$ cat src/rtl/sap_pkg.sv
// Shared definitions for the SAP-1 style microcode controller.
// Opcode values, T-state encoding, control-word bit positions and the idle word.
// Imported by the step counter and the decode top level.
package sap_pkg;

  localparam int NUM_STEPS = 5;
  localparam int CTRL_W    = 13;

  // Instruction opcodes (upper nibble of the instruction register)
  localparam logic [3:0] OP_NOP = 4'h0;
  localparam logic [3:0] OP_LDA = 4'h1;
  localparam logic [3:0] OP_ADD = 4'h2;
  localparam logic [3:0] OP_SUB = 4'h3;
  localparam logic [3:0] OP_STA = 4'h4;
  localparam logic [3:0] OP_LDI = 4'h5;
  localparam logic [3:0] OP_JMP = 4'h6;
  localparam logic [3:0] OP_JC  = 4'h7;
  localparam logic [3:0] OP_JZ  = 4'h8;
  localparam logic [3:0] OP_OUT = 4'hE;
  localparam logic [3:0] OP_HLT = 4'hF;

  // T-states of one instruction
  typedef enum logic [2:0] {
    T0 = 3'd0,
    T1 = 3'd1,
    T2 = 3'd2,
    T3 = 3'd3,
    T4 = 3'd4
  } step_t;

  // Bit positions inside the active-low control word
  localparam int CO_N = 12;
  localparam int MI_N = 11;
  localparam int RO_N = 10;
  localparam int RI_N = 9;
  localparam int II_N = 8;
  localparam int IO_N = 7;
  localparam int AI_N = 6;
  localparam int AO_N = 5;
  localparam int BI_N = 4;
  localparam int EO_N = 3;
  localparam int FI_N = 2;
  localparam int J_N  = 1;
  localparam int OI_N = 0;

  // Every strobe inactive
  localparam logic [CTRL_W-1:0] CTRL_IDLE = '1;

endpackage

$ cat src/rtl/sap_step_counter.sv
// T-state counter: cycles T0..T4, freezes at T2 once a halt is requested.
// The halted state is sticky and only cleared by the asynchronous reset.
// Reset forces T0 immediately, abandoning any instruction in flight.
module sap_step_counter
  import sap_pkg::*;
(
  input  logic  clk,
  input  logic  rst_n,
  input  logic  halt_req,
  output step_t step,
  output logic  halted
);

  // Advance one T-state per clock unless halting; halting latches forever
  always_ff @(posedge clk or negedge rst_n) begin
    if (!rst_n) begin
      step   <= T0;
      halted <= 1'b0;
    end else if (halted || halt_req) begin
      halted <= 1'b1;
    end else begin
      case (step)
        T0:      step <= T1;
        T1:      step <= T2;
        T2:      step <= T3;
        T3:      step <= T4;
        default: step <= T0;
      endcase
    end
  end

endmodule

$ cat src/rtl/sap_controller.sv
// SAP-1 microcode controller: decodes T-state, opcode and flags into control strobes.
// Outputs are combinational from the registered step/halt state (zero added latency).
// No backpressure; HLT freezes the sequencer at T2 until reset.
module sap_controller
  import sap_pkg::*;
#(
  parameter int NUM_STEPS = 5
) (
  input  logic        clk,
  input  logic        rst_n,
  input  logic [3:0]  opcode,
  input  logic [1:0]  flags,
  output logic [12:0] ctrl_n,
  output logic        ce,
  output logic        su,
  output logic        hlt,
  output logic [2:0]  step
);

  step_t cur_step;
  logic  halted;
  logic  halt_req;

  // HLT takes effect during its own T2 so the indicator rises with no delay
  assign halt_req = (cur_step == T2) && (opcode == OP_HLT);
  assign hlt      = halted || halt_req;
  assign step     = cur_step;

  sap_step_counter u_step (
    .clk      (clk),
    .rst_n    (rst_n),
    .halt_req (halt_req),
    .step     (cur_step),
    .halted   (halted)
  );

  // Microcode decode; anything not explicitly enabled stays inactive
  always_comb begin
    ctrl_n = CTRL_IDLE;
    ce     = 1'b0;
    su     = 1'b0;
    if (!halted) begin
      case (cur_step)
        T0: begin
          ctrl_n[CO_N] = 1'b0;
          ctrl_n[MI_N] = 1'b0;
        end
        T1: begin
          ctrl_n[RO_N] = 1'b0;
          ctrl_n[II_N] = 1'b0;
          ce           = 1'b1;
        end
        T2: begin
          case (opcode)
            OP_LDA, OP_ADD, OP_SUB, OP_STA: begin
              ctrl_n[IO_N] = 1'b0;
              ctrl_n[MI_N] = 1'b0;
            end
            OP_LDI: begin
              ctrl_n[IO_N] = 1'b0;
              ctrl_n[AI_N] = 1'b0;
            end
            OP_JMP: begin
              ctrl_n[IO_N] = 1'b0;
              ctrl_n[J_N]  = 1'b0;
            end
            OP_JC: begin
              // carry is only looked at here, so later flag changes are ignored
              ctrl_n[IO_N] = !flags[1];
              ctrl_n[J_N]  = !flags[1];
            end
            OP_JZ: begin
              ctrl_n[IO_N] = !flags[0];
              ctrl_n[J_N]  = !flags[0];
            end
            OP_OUT: begin
              ctrl_n[AO_N] = 1'b0;
              ctrl_n[OI_N] = 1'b0;
            end
            default: ;
          endcase
        end
        T3: begin
          case (opcode)
            OP_LDA: begin
              ctrl_n[RO_N] = 1'b0;
              ctrl_n[AI_N] = 1'b0;
            end
            OP_ADD, OP_SUB: begin
              ctrl_n[RO_N] = 1'b0;
              ctrl_n[BI_N] = 1'b0;
              su           = (opcode == OP_SUB);
            end
            OP_STA: begin
              ctrl_n[AO_N] = 1'b0;
              ctrl_n[RI_N] = 1'b0;
            end
            default: ;
          endcase
        end
        T4: begin
          if (opcode == OP_ADD || opcode == OP_SUB) begin
            ctrl_n[EO_N] = 1'b0;
            ctrl_n[AI_N] = 1'b0;
            ctrl_n[FI_N] = 1'b0;
            su           = (opcode == OP_SUB);
          end
        end
        default: ;
      endcase
    end
  end

endmodule

$ cat config.mk
export PLATFORM = sky130hd
export DESIGN_NAME = sap_controller
export DESIGN_NICKNAME = d
export VERILOG_FILES = /design/src/rtl/sap_pkg.sv /design/src/rtl/sap_step_counter.sv /design/src/rtl/sap_controller.sv
export SDC_FILE = /design/constraint.sdc
export NUM_CORES = 1
export LEC_CHECK = 0
export CAP_MARGIN = 5
export CELL_PAD_IN_SITES_DETAIL_PLACEMENT = 1
export CELL_PAD_IN_SITES_GLOBAL_PLACEMENT = 1
export CORE_MARGIN = 2
export CORE_UTILIZATION = 28
export DETAILED_ROUTE_END_ITERATION = 10
export PLACE_DENSITY = 0.9
export REMOVE_ABC_BUFFERS = 1
export SLEW_MARGIN = 20
export SYNTH_ARGS = -nofsm -noshare
export SYNTH_HDL_FRONTEND = slang
export SYNTH_SLANG_ARGS = --single-unit
$ cat constraint.sdc
create_clock -name clk -period 4.46 [get_ports clk]
set_input_delay 1.338 -clock clk [delete_from_list [all_inputs] [get_ports clk]]
set_output_delay 1.338 -clock clk [all_outputs]
set_load 0.005 [all_outputs]
==> flow_summary.ini, run 1 <==
[status]
status = finished clean

[sta]
holdWs_ps = 736.2
period_needed_ps = 4298
setup_tns_ps = 0
finClkSkew_ps = 0.2017
max-slew-margin-rel_pct = 61.81
setup_viol = 0
worst_pin_slew_ps = 572.8
finalMaxSlewViolations = 0
final.setup.worst_slack_ps = 162.5
hold_viol_final = 0
fmax_mhz = 232.7
grt_setup_unrepaired = false
min_period_over_period_pct = 96.36

[grt]
grt_pass1_wl_microns = 2663
grt_use_total_pct = 16.63
antenna_found_initial = 0
grt_remaining_overflow = 0
grt_max_degree = 16
grt_pass1_vias = 594

[floorplanning]
rows = 15
ioPinCount = 27
dieArea_sq_um = 2244
start_util_pct = 30.18
coreArea_sq_um = 1745
die_w_microns = 47.38
dieHeight_microns = 47.38

[worst_setup_path]
reg2reg_to = u_step.halted
slowest_delay_ps = 510
rr_worst_depth = 4
crit_type = primary input to primary output
reg2reg_slack_ps = 3110
cp-end-kind = primary output
cp-start-kind = primary input
worstPathArrival_ps = 2960
cp_max_fo = 6
path_cells = clkdlybuf4s50_1, nor3_1, and3_1, o21ai_1, clkdlybuf4s50_1
worstPathRequired_ps = 3120
r2r-start = u_step.step[1]
critical_path_buf_inv_count = 2
crit_path_frequent_cell = clkdlybuf4s50_1
crit_family = buffers and inverters
crit_path_top_delay_cell = clkdlybuf4s50_1

[cts]
cts_tree = yes
cts_buffer_depth = 2
ctsHoldBuffers = 0
numCtsBuffers = 3
cts_root_buf = clkbuf_4
htree_levels = 1
clk_latency_ps = 230
clk_pin_slew_ps = 40
cts_sinks = 4

[route]
drt_iter0_drc = 6
wl_met1_microns = 763
first_pass_iters = 3
wl_microns = 1576
topRoutingLayerUsed = met3
ant_nets = 0
drc = 0
met3WireLength_microns = 75
wl_met2_microns = 737
viasPerCell = 4.958
num_vias = 590
wl_per_cell_microns = 13.24

[synthesis]
synthesis.area_sq_um = 526.8
synth_top_area_share_pct = 19.00
synth_edf_count = 0
synth-async-reset-ratio_pct = 100.0
yosys-top-cells-area = dfrtp_1, nand2_1, buf_4
synth.most_common_cell = nand2_1
syn_avg_cell_area_sq_um = 7.634
synthCells = 69
synth-seq-cells = 4
yosys_warnings = 0
synthTopCellsByCount = nand2_1, nor2_1, o21ai_0
ys.flop_type = dfrtp_1
synth_top_cell_by_area = dfrtp_1
seq_area_frac_synth_pct = 19.00
ys_types = 30

[final_layout]
synthToLayoutAreaGrowth_pct = 53.68
antennaDiodeCount = 0
fillerInstances = 228
fin_area_sq_um = 809.5
finalNetCount = 104
drive_gt1_share_pct = 17.02

[hold_path]
whs_endpoint = u_step.step[0]
hp-class = flop to flop
hold_path.startpoint = u_step.step[0]
worstHoldPathCells = 2

[placement]
hpwl_microns = 1220
gp_congestion = 0.7932
place_ws_ps = 29.11
port-buffer-count = 26
place_area_sq_um = 785.8

[power_and_ir_drop]
p_int_w = 0.0002220
p_total_w = 0.0003931
p_clk_share_pct = 11.1
comb_power_share_pct = 56.6
switching_share_pct = 43.53
powerDensity_nw_per_um2 = 485.6
ir_drop_uv = 154.4
p_leak_nw = 0.3226
seq_power_share_pct = 32.3
switching_power_w = 0.0001711

[run]
cap_violations = 0
==> final cells by class <==
cell class	instances	area, sq um	area share, %
Multi-Input combinational cell	55	356.6	44.05
Timing Repair Buffer	30	291.5	36.01
Clock buffer	3	22.52	2.782
Sequential cell	4	100.1	12.36
Inverter	2	7.507	0.9274
Tap cell	25	31.28	3.864
==> stage by stage <==
step / cells / utilization [%]
5_1_grt: 119 / 46.38
6_report: 119 / 46.38
4_1_cts: 119 / 46.24
2_1_floorplan: 61 / -
3_3_place_gp: 116 / 45.02
3_5_place_dp: 116 / 45.02
==> cells by family (layout without fill, tap and decap cells) <==
kind of cell	after synthesis	after routing	synth area share, %
AND/OR/NAND/NOR	39	39	46.08
buffers and inverters	10	35	13.30
flip-flops	4	4	19.00
AO/OA/AOI/OAI	15	15	19.72
multiplexers	1	1	1.900
==> worst register-to-register path: cells and delay by family (launching register included) <==
kind,cells,cell delay (ps)
buffers and inverters,1,150
AOI/OAI and AO/OA,1,150
and+or+nand+nor,2,400
DFF,1,600
==> layout by cell type (no fill, tap or decap), types with 3 or more instances in the layout <==
master           synthesis  routed
and3_1                   3       3
buf_4                    4       4
clkbuf_4                 0       3
clkdlybuf4s50_1          0      24
dfrtp_1                  4       4
nand2_1                  9       9
nand2b_1                 4       4
nor2_1                   7       7
nor3_1                   3       3
o21ai_0                  5       5
==> metal layers <==
metal  global-route usage [%]  vias up
met5                        0        -
met4                    1.667        0
met3                    3.846        0
met2                    28.38       21
met1                    21.97      275
li1                         -      294
==> how the worst max path moves through the flow <==
stage	startpoint	endpoint	slack (ps)	cells after the start
3_3_place_gp	opcode[2]	ctrl_n[6]	50	6
2_1_floorplan	opcode[2]	ctrl_n[2]	1240	3
4_1_cts	opcode[3]	ctrl_n[10]	30	6
6_report	opcode[1]	ctrl_n[7]	160	5
5_1_grt	opcode[1]	ctrl_n[6]	40	5
3_5_place_dp	opcode[2]	ctrl_n[6]	30	6
==> power groups by stage <==
stage          sequential, W  combinational, W  clock (W)
2_1_floorplan       0.000111          0.000102          0
3_5_place_dp        0.000127          0.000223          0
4_1_cts             0.000127          0.000226  0.0000455
5_1_grt             0.000135          0.000247  0.0000491
3_3_place_gp        0.000127          0.000217          0
6_report            0.000127          0.000223  0.0000437
==> flip-flops by register name, indices dropped and copies added, names as in the netlist <==
signal and count:
u_step.halted 1, u_step.step 3
==> what timing repair did <==
item	in CTS	in global routing
setup buffers	0	0
gates resized for setup	1	1
setup endpoints to repair	1	2
gates cloned	0	0
(Power assumes the default switching activity.)
==> run 2, diff against run 1 <==
--- a/config.mk
+++ b/config.mk
@@ -8,10 +8,9 @@
 export CAP_MARGIN = 5
 export CELL_PAD_IN_SITES_DETAIL_PLACEMENT = 1
 export CELL_PAD_IN_SITES_GLOBAL_PLACEMENT = 1
-export CORE_MARGIN = 2
-export CORE_UTILIZATION = 28
+export CORE_UTILIZATION = 26
 export DETAILED_ROUTE_END_ITERATION = 10
-export PLACE_DENSITY = 0.9
+export PLACE_DENSITY = 0.85
 export REMOVE_ABC_BUFFERS = 1
 export SLEW_MARGIN = 20
 export SYNTH_ARGS = -nofsm -noshare
==> constraint.sdc (replaced) <==
create_clock -name clk -period 4.1 [get_ports clk]
set_input_delay 1.23 -clock clk [delete_from_list [all_inputs] [get_ports clk]]
set_output_delay 1.23 -clock clk [all_outputs]
set_load 0.005 [all_outputs]
==> run 2 against run 1 <==
Against the previous run:
- wire length up 14%
- setup slack worse by 60 ps
- non-clock buffer count up 4
- die area down 1.5%
- utilization up 0.49 points
- largest cell class unchanged
==> flow_summary.ini, run 2 (synthesis results as in run 1) <==
[cts]
cts_root_buf = clkbuf_4
htree_levels = 1
postCtsSetupBuffers = 0
cts_tree = yes
cts_sinks = 4
numCtsBuffers = 3
clk_latency_ps = 230
ctsHoldBuffers = 0
clk_pin_slew_ps = 40
cts_buffer_depth = 2

[worst_setup_path]
crit_type = primary input to primary output
worstPathRequired_ps = 2870
setup.worst_path.end = ctrl_n[7]
r2r-start = u_step.step[1]
cp-start-kind = primary input
reg2reg_to = u_step.halted
reg2reg_slack_ps = 2740
worstPathArrival_ps = 2770
cp_max_fo = 7
rr_worst_depth = 4
critPathLaunch = opcode[2]
cp-end-kind = primary output

[sta]
period_needed_ps = 3997
finalMaxSlewViolations = 0
grt_setup_unrepaired = false
max-slew-margin-rel_pct = 58.85
min_period_over_period_pct = 97.49
worst_pin_slew_ps = 617.3
holdWs_ps = 731.7
hold_viol_final = 0
setup_viol = 0
fmax_mhz = 250.2
finClkSkew_ps = 3.312

[final_layout]
top_register = u_step.step
post-route-util_pct = 46.87
fillerInstances = 234
ff_latch_area_sq_um = 100.1
finalNetCount = 108
largest_register_ff_count = 3
top_regs = u_step.step: 3 flops, u_step.halted: 1 flops
drive_gt1_share_pct = 23.47
synthToLayoutAreaGrowth_pct = 62.00
mostFrequentLayoutCells = clkdlybuf4s50_1, nand2_1, buf_4
multi_input_area_sq_um = 372.9
antennaDiodeCount = 0
final_common_cell = clkdlybuf4s50_1
fin_area_sq_um = 853.3

[grt]
grt_pass1_wl_microns = 2925
use_met2_pct = 34.72
grt_remaining_overflow = 0
grt_max_degree = 16
grt.met3_usage_pct = 5.769
grt_use_total_pct = 18.98
antenna_found_initial = 0
grt_pass1_vias = 645
use_met1_pct = 22.99
top_usage_layer = met2

[floorplanning]
dieHeight_microns = 47.01
coreArea_sq_um = 1821
ioPinCount = 27
dieArea_sq_um = 2210
die_w_microns = 47.01
rows = 15
start_util_pct = 28.93

[route]
num_vias = 632
wl_microns = 1789
viasPerCell = 5.138
first_pass_iters = 2
wl_per_cell_microns = 14.54
drt_iter0_drc = 6
drc = 0
ant_nets = 0

[power_and_ir_drop]
p_leak_nw = 0.3455
p_total_w = 0.0004388
powerDensity_nw_per_um2 = 514.3
ir_drop_uv = 200.2

[placement]
place_area_sq_um = 815.8
hpwl_microns = 1342
port-buffer-count = 26
gp_congestion = 0.7330

[run]
cap_violations = 0

[hold_path]
hp-class = flop to flop

[status]
status = finished clean
run 2: changes by cell type in the layout (fill, tap and decap cells not counted), sizes merged:
cell and delta:
buf +4, clkdlybuf4s50 -2, dlygate4sd2 +2
run 2: routing by layer:
metal  part of all wire, %  vias up
met1                    42      307
met2                    53       23
met4                     0        0
met3                   4.7        0
li1                      -      302
met5                     0        -
run 2: cell type report:
class | instances | share of cell area [%]
Clock buffer | 3 | 2.639
Tap cell | 25 | 3.666
Sequential cell | 4 | 11.73
Multi-Input combinational cell | 55 | 43.70
Timing Repair Buffer | 34 | 37.39
Inverter | 2 | 0.8798
run 2: report_power, final:
| group | internal (W) | switching (W) | total, W |
|---|---|---|---|
| Combinational | 0.000153 | 0.0000952 | 0.000248 |
| Clock | 0.0000327 | 0.0000156 | 0.0000483 |
| Sequential | 0.0000591 | 0.0000834 | 0.000143 |
| Total | 0.000245 | 0.000194 | 0.000439 |
run 2: worst min-delay path by stage:
stage	slack, ps	cells after the start	end	from
floorplan	660	2	u_step.step[0]	u_step.step[0]
global placement	710	2	u_step.step[0]	u_step.step[0]
detailed placement	730	2	u_step.step[2]	u_step.step[2]
CTS	740	2	u_step.step[2]	u_step.step[2]
global route	780	2	u_step.step[0]	u_step.step[0]
finish	730	2	u_step.step[2]	u_step.step[2]
run 2: metrics by stage:
step | std cells | setup WS, ps | TNS, ps
2_1_floorplan | 61 | 1093 | 0
3_3_place_gp | 120 | -45.99 | -198.1
3_5_place_dp | 120 | -135.5 | -703.2
4_1_cts | 123 | 5.905 | 0
5_1_grt | 123 | 52.13 | 0
6_report | 123 | 102.8 | 0
run 2: critical path, stage by stage:
cell and delay [ps]:
dlygate4sd2_1 410, nand2_2 110, o311a_1 370, o21ai_1 90, clkdlybuf4s50_1 540
run 2: repair_timing:
item	in CTS	in global routing
setup endpoints to repair	11	6
gates resized for setup	4	3
hold endpoints to repair	0	0
